File: src/rtl/tcp_tx_frame_arbiter.sv
// tcp_tx_frame_arbiter
//   Round-robin scheduler that shares the single SiTCP TCP TX byte port among
//   N_SRC framed byte-stream producers. Ownership is granted for a whole frame.
//   Rotation is forced after MAX_FRAME payload bytes. The arbiter stalls on
//   TCP_TX_FULL and drops the current frame when TCP_OPEN_ACK falls.
//
//   Optional build macro: TCP_TX_HDR_EN
//     When defined, one tag byte {4'hA, 1'b0, id[2:0]} is emitted at the start
//     of every grant, before the payload.
//
// Ports
//   CLK           in   system clock (SiTCP clock)
//   RST           in   synchronous reset, active-high
//   TCP_OPEN_ACK  in   SiTCP connection open
//   TCP_TX_FULL   in   SiTCP TX almost-full
//   TCP_TX_WR     out  registered write strobe to SiTCP
//   TCP_TX_DATA   out  registered write byte to SiTCP
//   SRC_VALID     in   per-source byte valid
//   SRC_DATA      in   per-source byte, source i at [8*i +: 8]
//   SRC_LAST      in   per-source last-byte-of-frame, qualified by SRC_VALID
//   SRC_RDY       out  per-source accept (combinational)
//   GRANT         out  one-hot current owner, zero while idle
//   BUSY          out  arbiter not idle
//
// FSM states
//   state    | meaning
//   ST_IDLE  | no owner; pick the next requester round-robin
//   ST_HDR   | owner chosen; emit the tag byte (TCP_TX_HDR_EN builds only)
//   ST_DATA  | owner streams payload bytes until LAST or MAX_FRAME

module tcp_tx_frame_arbiter #(
   parameter int N_SRC     = 4,
   parameter int MAX_FRAME = 1024
) (
   input  logic                 CLK,
   input  logic                 RST,
   input  logic                 TCP_OPEN_ACK,
   input  logic                 TCP_TX_FULL,
   output logic                 TCP_TX_WR,
   output logic [7:0]           TCP_TX_DATA,
   input  logic [N_SRC-1:0]     SRC_VALID,
   input  logic [8*N_SRC-1:0]   SRC_DATA,
   input  logic [N_SRC-1:0]     SRC_LAST,
   output logic [N_SRC-1:0]     SRC_RDY,
   output logic [N_SRC-1:0]     GRANT,
   output logic                 BUSY
);

   localparam int               PTR_W   = $clog2(N_SRC);
   localparam logic [15:0]      MAX_CNT = 16'(MAX_FRAME);
   localparam logic [PTR_W-1:0] PTR_RST = PTR_W'(N_SRC - 1);

   typedef enum logic [1:0] {
      ST_IDLE = 2'd0,
      ST_HDR  = 2'd1,
      ST_DATA = 2'd2
   } state_t;

   state_t             state_q, state_d;
   logic [N_SRC-1:0]   grant_q, grant_d;
   logic [PTR_W-1:0]   ptr_q, ptr_d;
   logic [15:0]        cnt_q, cnt_d;
   logic               tx_wr_q, tx_wr_d;
   logic [7:0]         tx_data_q, tx_data_d;

   logic               sel_valid;
   logic               sel_last;
   logic [7:0]         sel_data;
   logic               link_ok;
   logic               xfer;
   logic [15:0]        cnt_inc;
   logic               win_found;
   logic [PTR_W-1:0]   win_idx;
   logic [PTR_W-1:0]   cand;

   // Owner's byte stream, selected by the one-hot grant
   always_comb begin
      sel_data = 8'h00;
      for (int i = 0; i < N_SRC; i++) begin
         if (grant_q[i]) begin
            sel_data = sel_data | SRC_DATA[8*i +: 8];
         end
      end
   end

   assign sel_valid = |(SRC_VALID & grant_q);
   assign sel_last  = |(SRC_LAST & grant_q);
   assign link_ok   = TCP_OPEN_ACK & ~TCP_TX_FULL;
   assign xfer      = (state_q == ST_DATA) & link_ok & sel_valid;
   assign cnt_inc   = cnt_q + 16'd1;

   assign SRC_RDY     = ((state_q == ST_DATA) && link_ok) ? grant_q : '0;
   assign GRANT       = grant_q;
   assign BUSY        = (state_q != ST_IDLE);
   assign TCP_TX_WR   = tx_wr_q;
   assign TCP_TX_DATA = tx_data_q;

   // Round-robin search starting at ptr+1. The scan runs from the far end
   // backwards so that the last hit is the one closest to ptr+1.
   always_comb begin
      win_found = 1'b0;
      win_idx   = '0;
      cand      = '0;
      for (int k = N_SRC; k >= 1; k--) begin
         cand = PTR_W'((int'(ptr_q) + k) % N_SRC);
         if (SRC_VALID[cand]) begin
            win_found = 1'b1;
            win_idx   = cand;
         end
      end
   end

   always_comb begin
      state_d   = state_q;
      grant_d   = grant_q;
      ptr_d     = ptr_q;
      cnt_d     = cnt_q;
      tx_wr_d   = 1'b0;
      tx_data_d = tx_data_q;

      case (state_q)
         ST_IDLE: begin
            if (TCP_OPEN_ACK && win_found) begin
               grant_d          = '0;
               grant_d[win_idx] = 1'b1;
               ptr_d            = win_idx;
               cnt_d            = 16'd0;
`ifdef TCP_TX_HDR_EN
               state_d          = ST_HDR;
`else
               state_d          = ST_DATA;
`endif
            end
         end

`ifdef TCP_TX_HDR_EN
         ST_HDR: begin
            if (!TCP_OPEN_ACK) begin
               state_d = ST_IDLE;
               grant_d = '0;
            end else if (!TCP_TX_FULL) begin
               tx_wr_d   = 1'b1;
               tx_data_d = {4'hA, 1'b0, 3'(ptr_q)};
               state_d   = ST_DATA;
            end
         end
`endif

         ST_DATA: begin
            if (!TCP_OPEN_ACK) begin
               // connection lost: truncate the frame
               state_d = ST_IDLE;
               grant_d = '0;
            end else if (xfer) begin
               tx_wr_d   = 1'b1;
               tx_data_d = sel_data;
               cnt_d     = cnt_inc;
               // LAST and a full MAX_FRAME on the same byte take the same single exit
               if (sel_last || (cnt_inc == MAX_CNT)) begin
                  state_d = ST_IDLE;
                  grant_d = '0;
               end
            end
         end

         default: begin
            state_d = ST_IDLE;
            grant_d = '0;
         end
      endcase
   end

   always_ff @(posedge CLK) begin
      if (RST) begin
         state_q   <= ST_IDLE;
         grant_q   <= '0;
         ptr_q     <= PTR_RST;
         cnt_q     <= 16'd0;
         tx_wr_q   <= 1'b0;
         tx_data_q <= 8'h00;
      end else begin
         state_q   <= state_d;
         grant_q   <= grant_d;
         ptr_q     <= ptr_d;
         cnt_q     <= cnt_d;
         tx_wr_q   <= tx_wr_d;
         tx_data_q <= tx_data_d;
      end
   end

endmodule

File: config.mk
export PLATFORM = sky130hd
export DESIGN_NAME = tcp_tx_frame_arbiter
export DESIGN_NICKNAME = d
export VERILOG_FILES = /design/src/rtl/tcp_tx_frame_arbiter.sv
export SDC_FILE = /design/constraint.sdc
export NUM_CORES = 1
export LEC_CHECK = 0
export ABC_AREA = 1
export BUFFER_PORTS_ARGS = -buffer_cell sky130_fd_sc_hd__clkbuf_2
export CORE_ASPECT_RATIO = 0.75
export CORE_MARGIN = 3
export CORE_UTILIZATION = 58
export CTS_BUF_LIST = sky130_fd_sc_hd__clkbuf_8
export DETAILED_ROUTE_END_ITERATION = 7
export PLACE_DENSITY = 0.9
export SKIP_CTS_REPAIR_TIMING = 1
export SYNTH_ARGS = -nofsm -noshare
export SYNTH_HDL_FRONTEND = slang
export SYNTH_SLANG_ARGS = --single-unit
File: constraint.sdc
create_clock -name CLK -period 4.17 [get_ports CLK]
set_input_delay 0 -clock CLK [delete_from_list [all_inputs] [get_ports CLK]]
set_output_delay 0 -clock CLK [all_outputs]
set_load 0.05 [all_outputs]
==> run_summary.xml, run 1 <==
<?xml version="1.0" encoding="UTF-8"?>
<metrics>
  <group name="yosys">
    <metric name="synth_instances" unit="">345</metric>
    <metric name="most_common_flop_cell_mapped_by_yosys" unit="">sky130_fd_sc_hd__dfxtp_1</metric>
    <metric name="synth-seq-area-share" unit="%">30.1</metric>
    <metric name="synth_commonest_cells" unit="">sky130_fd_sc_hd__nand2_1 (122), sky130_fd_sc_hd__dfxtp_1 (32), sky130_fd_sc_hd__a21oi_1 (30), sky130_fd_sc_hd__nor2_1 (30), sky130_fd_sc_hd__inv_1 (28)</metric>
    <metric name="synth.largest_area_cell" unit="">sky130_fd_sc_hd__dfxtp_1</metric>
    <metric name="yosysUniqueCellTypes" unit="">28</metric>
    <metric name="synth.area.top_cells" unit="">sky130_fd_sc_hd__dfxtp_1 (30%), sky130_fd_sc_hd__nand2_1 (22%), sky130_fd_sc_hd__a21oi_1 (7.1%), sky130_fd_sc_hd__nand3_1 (5.9%), sky130_fd_sc_hd__nor2_1 (5.3%)</metric>
    <metric name="mappedNetlistNets" unit="">390</metric>
    <metric name="synth-seq-cells" unit="">32</metric>
    <metric name="async_reset_ff_share" unit="%">0</metric>
    <metric name="synth_enable_flop_cells" unit="">0</metric>
    <metric name="synth_most_common_cell" unit="">sky130_fd_sc_hd__nand2_1</metric>
    <metric name="post_synth_instance_area" unit="um2">2130</metric>
    <metric name="ys_warn_count" unit="">0</metric>
    <metric name="synthesis.area_per_instance" unit="um2">6.17</metric>
    <metric name="area_share_of_the_largest_cell_type_after_synthesis" unit="%">30.1</metric>
  </group>
  <group name="critical_path">
    <metric name="r2r_slack" unit="ps">1800</metric>
    <metric name="critPathRequiredTime" unit="ps">4350</metric>
    <metric name="startpoint_of_the_worst_slack_reg_to_reg_timing_path" unit="">GRANT[2]</metric>
    <metric name="worst-path-max-fanout" unit="">32</metric>
    <metric name="crit_type" unit="">reg2reg</metric>
    <metric name="cp-startpoint" unit="">GRANT[2]</metric>
    <metric name="crit_path_end_kind" unit="">register</metric>
    <metric name="worstSetupStartpointType" unit="">register</metric>
    <metric name="crit_arrival" unit="ps">2550</metric>
  </group>
  <group name="cts">
    <metric name="clock_sink_count" unit="">32</metric>
    <metric name="cts.clk_slew.worst_paths" unit="ps">60</metric>
    <metric name="latest_clock_arrival_within_the_worst_skew_pair" unit="ps">280</metric>
    <metric name="total_number_of_h_tree_levels" unit="">2</metric>
    <metric name="cts_buffers" unit="">5</metric>
    <metric name="tritoncts" unit="">yes</metric>
    <metric name="max-clock-path-buffers" unit="">2</metric>
    <metric name="clock-root-buffer" unit="">sky130_fd_sc_hd__clkbuf_8</metric>
  </group>
  <group name="floorplan">
    <metric name="die_h" unit="um">58.5</metric>
    <metric name="die_w" unit="um">75.9</metric>
    <metric name="io_pins" unit="">62</metric>
    <metric name="fp.coreArea" unit="um2">3400</metric>
    <metric name="start_util" unit="%">62.6</metric>
    <metric name="area_of_the_die" unit="um2">4440</metric>
    <metric name="number_of_placement_rows" unit="">18</metric>
  </group>
  <group name="global_route">
    <metric name="grt_max_degree" unit="">33</metric>
    <metric name="grt_util_all_layers" unit="%">26.0</metric>
    <metric name="antenna_found_initial" unit="">0</metric>
    <metric name="grt.overflow.total" unit="">0</metric>
    <metric name="first_global_vias" unit="">2118</metric>
    <metric name="wire_length_of_the_first_global_routing_pass" unit="um">9440</metric>
  </group>
  <group name="hold_path">
    <metric name="timing.hold.worst.class" unit="">in2reg</metric>
    <metric name="hold_path_startpoint" unit="">SRC_DATA[11]</metric>
  </group>
  <group name="cells_and_area">
    <metric name="sequential_cell_area" unit="um2">641</metric>
    <metric name="syn_to_final_growth" unit="%">18.5</metric>
    <metric name="antenna_cells_inserted" unit="">0</metric>
    <metric name="final_nets" unit="">445</metric>
    <metric name="fillCellCount" unit="">300</metric>
    <metric name="fraction_of_layout_cells_with_a_size_suffix_above_1" unit="%">21.9</metric>
    <metric name="multi_input_comb_area" unit="um2">1310</metric>
  </group>
  <group name="timing">
    <metric name="relSlewSlack" unit="%">39.2</metric>
    <metric name="fin_tns_setup" unit="ps">0</metric>
    <metric name="fin_worst_skew" unit="ps">4.94</metric>
    <metric name="final_min_period_over_clock_period" unit="%">56.8</metric>
    <metric name="grt_setup_unrepaired" unit="">no</metric>
    <metric name="finalCriticalPeriod" unit="ps">2370</metric>
    <metric name="max_clock_freq" unit="MHz">422</metric>
    <metric name="timing_max_transition_violations_final" unit="">0</metric>
    <metric name="final.setup.worst_slack" unit="ps">1800</metric>
    <metric name="tightestPinTransition" unit="ps">911</metric>
    <metric name="timing.final.setup_violations" unit="">0</metric>
    <metric name="final_hold_viol_count" unit="">0</metric>
  </group>
  <group name="power_and_ir_drop">
    <metric name="power_per_cell_area" unit="nW/um2">331</metric>
    <metric name="power_leakage" unit="nW">1.20</metric>
    <metric name="max-vdd-ir-drop" unit="mV">0.209</metric>
  </group>
  <group name="drt">
    <metric name="drtIter0Drc" unit="">185</metric>
    <metric name="routed_via_density" unit="">5.37</metric>
    <metric name="drc" unit="">0</metric>
    <metric name="dr.pass1.iters" unit="">6</metric>
    <metric name="detail_route.wl_per_cell" unit="um">12.4</metric>
    <metric name="ant_nets" unit="">0</metric>
    <metric name="detail_route.wirelength" unit="um">5580</metric>
    <metric name="routed-via-count" unit="">2421</metric>
  </group>
  <group name="placement">
    <metric name="dp_hpwl" unit="um">4190</metric>
    <metric name="total_of_buffers_placed_on_input_and_output_ports" unit="">61</metric>
    <metric name="gp_congestion" unit="">0.865</metric>
    <metric name="preCtsSetupSlack" unit="ps">1870</metric>
  </group>
  <group name="status">
    <metric name="status" unit="">finished, final reports clean</metric>
  </group>
  <group name="run">
    <metric name="maxCapViolCount" unit="">0</metric>
  </group>
</metrics>
## power breakdown
group	switching (mW)	internal, mW	total (mW)
Combinational	0.157	0.0822	0.239
Clock	0.113	0.130	0.242
Sequential	0.0328	0.320	0.353
Total	0.302	0.532	0.834
## logic make-up after synthesis
group,synth area share [%]
flops,30.1
buf+inv,8.52
simple gates,42.4
compound gates,17.5
fa+ha+maj,0.588
xor+xnor,0.823
## worst max-delay path: stages, from the launching register on
cell	delay, ps
sky130_fd_sc_hd__dfxtp_1	610
sky130_fd_sc_hd__nand2_1	110
sky130_fd_sc_hd__nand4_1	110
sky130_fd_sc_hd__nand2_1	80
sky130_fd_sc_hd__inv_1	670
sky130_fd_sc_hd__o21ai_0	160
sky130_fd_sc_hd__nand2_1	280
sky130_fd_sc_hd__nand3_1	130
sky130_fd_sc_hd__nand2_1	70
sky130_fd_sc_hd__nor2_1	40
## through the flow
step                hold WS [ps]  instances  utilization [%]  power (mW)  instance area [um2]
global placement             303        443             71.5       0.589                 2430
CTS                         11.2        451             74.1       0.836                 2520
floorplan                    188        345                -       0.535                 2130
detailed placement           302        443             71.5       0.595                 2430
global route                40.8        451             74.1       0.885                 2520
finish                      22.9        451             74.1       0.834                 2520
## path summary, 6_finish.rpt
| kind | endpoint | cells after the start |
|---|---|---|
| min | TCP_TX_DATA[3] | 3 |
| max reg2reg | GRANT[3] | 9 |
| min reg2reg | cnt_q[13] | 2 |
| max | GRANT[3] | 9 |
## registers in the layout, indices dropped and copies added (netlist names)
register and count:
cnt_q 16, TCP_TX_WR 1, TCP_TX_DATA 8, GRANT 4, ptr_q 2, state_q 1
## layout make-up
cell class	count	area share [%]
Clock buffer	6	3.28
Clock inverter	2	0.298
Inverter	31	4.62
Multi-Input combinational cell	269	51.8
Sequential cell	32	25.4
Tap cell	50	2.48
Timing Repair Buffer	61	12.1
## placed cells by master, fill, tap and decap left out, types with 6 or more instances in the layout
| master | Yosys | layout |
|---|---|---|
| sky130_fd_sc_hd__clkbuf_2 | 0 | 61 |
| sky130_fd_sc_hd__a221oi_1 | 8 | 8 |
| sky130_fd_sc_hd__o21ai_0 | 17 | 17 |
| sky130_fd_sc_hd__inv_1 | 28 | 30 |
| sky130_fd_sc_hd__a21oi_1 | 30 | 30 |
| sky130_fd_sc_hd__clkbuf_8 | 0 | 6 |
| sky130_fd_sc_hd__nand4_1 | 11 | 11 |
| sky130_fd_sc_hd__dfxtp_1 | 32 | 32 |
| sky130_fd_sc_hd__nor2_1 | 30 | 30 |
| sky130_fd_sc_hd__nand3_1 | 25 | 25 |
| sky130_fd_sc_hd__nand2_1 | 122 | 122 |
## per-layer routing
metal / vias to the layer above / global-route usage (%) / routed length (um)
met4: 0 / 6.20 / 42
met1: 1066 / 34.8 / 2540
li1: 1250 / - / -
met5: - / 0 / 0
met2: 98 / 42.9 / 2530
met3: 7 / 6.57 / 470
Note: power is estimated with default switching activity, not from simulation.
==> run 2: changes to the inputs <==
- CORE_UTILIZATION: 58 -> 49
- PLACE_DENSITY: 0.9 -> 0.81
- clock period: 4.17 -> 2.1 ns (I/O delays scaled with it)
==> run 2 against run 1 <==
  * Final area increased by 5.2%
  * Core utilization decreased by 9.5 points
  * Sequential power increased by 87%
  * Sequential share of layout area decreased by 1.1 points
  * Critical path depth increased by 3
  * Critical endpoint is now state_q[1]
  * Largest power group unchanged
==> run_summary.xml, run 2 (synthesis gave the netlist of run 1 again) <==
<?xml version="1.0" encoding="UTF-8"?>
<metrics>
  <group name="drt">
    <metric name="detail_route.wirelength" unit="um">5660</metric>
    <metric name="wl_met3" unit="um">493</metric>
    <metric name="routed-via-count" unit="">2428</metric>
    <metric name="ant_nets" unit="">0</metric>
    <metric name="dr.pass1.iters" unit="">5</metric>
    <metric name="total_routed_wire_length_on_the_met1_layer" unit="um">2510</metric>
    <metric name="highest-signal-layer" unit="">met4</metric>
    <metric name="routed_via_density" unit="">5.22</metric>
    <metric name="drtIter0Drc" unit="">217</metric>
    <metric name="detailroute.wirelength.met2" unit="um">2620</metric>
    <metric name="drc" unit="">0</metric>
    <metric name="detail_route.wl_per_cell" unit="um">12.2</metric>
  </group>
  <group name="critical_path">
    <metric name="r2r_slack" unit="ps">190</metric>
    <metric name="critPathRequiredTime" unit="ps">2290</metric>
    <metric name="crit_path_frequent_cell" unit="">sky130_fd_sc_hd__nand2_1</metric>
    <metric name="crit_path_top_delay_cell" unit="">sky130_fd_sc_hd__dfxtp_1</metric>
    <metric name="crit_path_max_incr_delay" unit="ps">400</metric>
    <metric name="startpoint_of_the_worst_slack_reg_to_reg_timing_path" unit="">cnt_q[0]</metric>
    <metric name="worst_r2r_endpoint" unit="">state_q[1]</metric>
    <metric name="worst-path-buf-inv" unit="">1</metric>
    <metric name="crit_type" unit="">reg2reg</metric>
    <metric name="worst-path-max-fanout" unit="">6</metric>
    <metric name="crit_arrival" unit="ps">2090</metric>
    <metric name="critical_path.top_delay_family" unit="">simple AND/OR/NAND/NOR gates</metric>
    <metric name="crit_path_end_kind" unit="">register</metric>
    <metric name="worstSetupStartpointType" unit="">register</metric>
    <metric name="reg2reg_depth" unit="">12</metric>
    <metric name="path_cells" unit="">ha_4, nand3_2, nor2_2, nand2_1, nand2_1, nand2_1, nor2_1, nand3_1, o21bai_2, nand3_1, nand2_1, inv_1</metric>
  </group>
  <group name="power_and_ir_drop">
    <metric name="p_switching" unit="uW">613</metric>
    <metric name="clockPowerShare" unit="%">32.3</metric>
    <metric name="combPwrFrac" unit="%">30.8</metric>
    <metric name="power_per_cell_area" unit="nW/um2">677</metric>
    <metric name="internal_cell_power" unit="mW">1.18</metric>
    <metric name="power.share.switching" unit="%">34.2</metric>
    <metric name="p_seq_share" unit="%">36.8</metric>
    <metric name="max-vdd-ir-drop" unit="mV">0.385</metric>
    <metric name="power_leakage" unit="nW">1.24</metric>
  </group>
  <group name="cells_and_area">
    <metric name="fillCellCount" unit="">397</metric>
    <metric name="fraction_of_layout_cells_with_a_size_suffix_above_1" unit="%">25.4</metric>
    <metric name="syn_to_final_growth" unit="%">24.6</metric>
    <metric name="final_common_cell" unit="">sky130_fd_sc_hd__nand2_1</metric>
    <metric name="final_nets" unit="">454</metric>
    <metric name="regMostFlops" unit="">cnt_q</metric>
    <metric name="most-common-layout-cells" unit="">sky130_fd_sc_hd__nand2_1 (121), sky130_fd_sc_hd__clkbuf_2 (61), sky130_fd_sc_hd__nor2_1 (30), sky130_fd_sc_hd__a21oi_1 (30), sky130_fd_sc_hd__dfxtp_1 (29)</metric>
    <metric name="antenna_cells_inserted" unit="">0</metric>
    <metric name="final_cells" unit="">465</metric>
    <metric name="largest_reg_flops" unit="">16</metric>
  </group>
  <group name="placement">
    <metric name="numPlacedInstances" unit="">453</metric>
    <metric name="gp_congestion" unit="">0.878</metric>
    <metric name="dp_hpwl" unit="um">4250</metric>
    <metric name="total_of_buffers_placed_on_input_and_output_ports" unit="">61</metric>
  </group>
  <group name="floorplan">
    <metric name="io_pins" unit="">62</metric>
    <metric name="die_w" unit="um">82.1</metric>
    <metric name="die_h" unit="um">63.1</metric>
    <metric name="fp.coreArea" unit="um2">4100</metric>
    <metric name="number_of_placement_rows" unit="">20</metric>
    <metric name="start_util" unit="%">51.9</metric>
    <metric name="area_of_the_die" unit="um2">5180</metric>
  </group>
  <group name="cts">
    <metric name="max-clock-path-buffers" unit="">2</metric>
    <metric name="total_number_of_h_tree_levels" unit="">2</metric>
    <metric name="cts.clk_slew.worst_paths" unit="ps">70</metric>
    <metric name="tritoncts" unit="">yes</metric>
    <metric name="clock_sink_count" unit="">32</metric>
    <metric name="clock-root-buffer" unit="">sky130_fd_sc_hd__clkbuf_8</metric>
    <metric name="cts_buffers" unit="">5</metric>
    <metric name="latest_clock_arrival_within_the_worst_skew_pair" unit="ps">280</metric>
  </group>
  <group name="global_route">
    <metric name="first_global_vias" unit="">2186</metric>
    <metric name="antenna_found_initial" unit="">0</metric>
    <metric name="grt.overflow.total" unit="">0</metric>
    <metric name="grt_max_degree" unit="">28</metric>
    <metric name="wire_length_of_the_first_global_routing_pass" unit="um">9380</metric>
    <metric name="grt_util_all_layers" unit="%">22.8</metric>
  </group>
  <group name="hold_path">
    <metric name="hold_path_end" unit="">TCP_TX_DATA[3]</metric>
    <metric name="holdPathStages" unit="">3</metric>
    <metric name="hold_path_startpoint" unit="">SRC_DATA[27]</metric>
    <metric name="timing.hold.worst.class" unit="">in2reg</metric>
  </group>
  <group name="timing">
    <metric name="final_hold_viol_count" unit="">0</metric>
    <metric name="final_min_period_over_clock_period" unit="%">90.8</metric>
    <metric name="finalCriticalPeriod" unit="ps">1910</metric>
    <metric name="timing_max_transition_violations_final" unit="">0</metric>
    <metric name="max_clock_freq" unit="MHz">524</metric>
    <metric name="tightestPinTransition" unit="ps">397</metric>
    <metric name="fin_tns_setup" unit="ps">0</metric>
    <metric name="relSlewSlack" unit="%">73.5</metric>
    <metric name="timing.final.setup_violations" unit="">0</metric>
    <metric name="fin_worst_skew" unit="ps">2.19</metric>
  </group>
  <group name="status">
    <metric name="status" unit="">finished, final reports clean</metric>
  </group>
  <group name="run">
    <metric name="maxCapViolCount" unit="">0</metric>
  </group>
</metrics>
## run 2: worst max-delay path by stage
stage                  to  depth (start not counted)        from  slack, ps
3_3_place_gp     GRANT[3]                         12    cnt_q[1]        200
5_1_grt          GRANT[2]                         12    cnt_q[0]        -20
3_5_place_dp     GRANT[0]                         12    cnt_q[1]        140
6_report       state_q[1]                         12    cnt_q[0]        190
4_1_cts          GRANT[0]                         12    cnt_q[1]        110
2_1_floorplan  state_q[1]                          9  state_q[1]        320
## run 2: per-layer routing
layer | vias to the layer above | global-route usage [%]
li1 | 1267 | -
met4 | 0 | 5.81
met5 | - | 0
met3 | 4 | 5.29
met2 | 100 | 35.6
met1 | 1057 | 31.3
## run 2: cell type report
class                   instances  area, um2  area share, %
flip-flops and latches         32        644           24.3
multi-input cells             270       1330           50.3
clock inverters                 3       42.5           1.60
well taps                      55       68.8           2.60
inverters                      31        116           4.39
clock buffers                   5       68.8           2.60
repair buffers                 69        378           14.3
## run 2: worst reg2reg max path, stage by stage, from the launching register on
cell	delay, ps
sky130_fd_sc_hd__dfxtp_1	400
sky130_fd_sc_hd__ha_4	200
sky130_fd_sc_hd__nand3_2	140
sky130_fd_sc_hd__nor2_2	150
sky130_fd_sc_hd__nand2_1	80
sky130_fd_sc_hd__nand2_1	80
sky130_fd_sc_hd__nand2_1	50
sky130_fd_sc_hd__nor2_1	90
sky130_fd_sc_hd__nand3_1	160
sky130_fd_sc_hd__o21bai_2	260
sky130_fd_sc_hd__nand3_1	100
sky130_fd_sc_hd__nand2_1	70
sky130_fd_sc_hd__inv_1	30
## run 2: stage by stage
| step | util [%] | area [um2] | hold slack, ps | setup WS (ps) | power, mW |
|---|---|---|---|---|---|
| after floorplan | - | 2130 | 188 | 324 | 1.06 |
| after global placement | 60.3 | 2470 | 296 | 199 | 1.19 |
| after detailed placement | 60.3 | 2470 | 306 | 138 | 1.20 |
| after CTS | 63.0 | 2590 | 6.61 | 108 | 1.79 |
| after global routing | 64.6 | 2650 | 28.3 | -17.2 | 1.90 |
| final | 64.6 | 2650 | 14.9 | 193 | 1.80 |
## run 2: power by group through the flow
stage | registers, mW | clock network, mW | logic [mW]
after floorplan | 0.744 | 0 | 0.318
after global placement | 0.673 | 0 | 0.519
after detailed placement | 0.674 | 0 | 0.525
after CTS | 0.660 | 0.599 | 0.527
after global routing | 0.665 | 0.624 | 0.610
final | 0.661 | 0.580 | 0.554
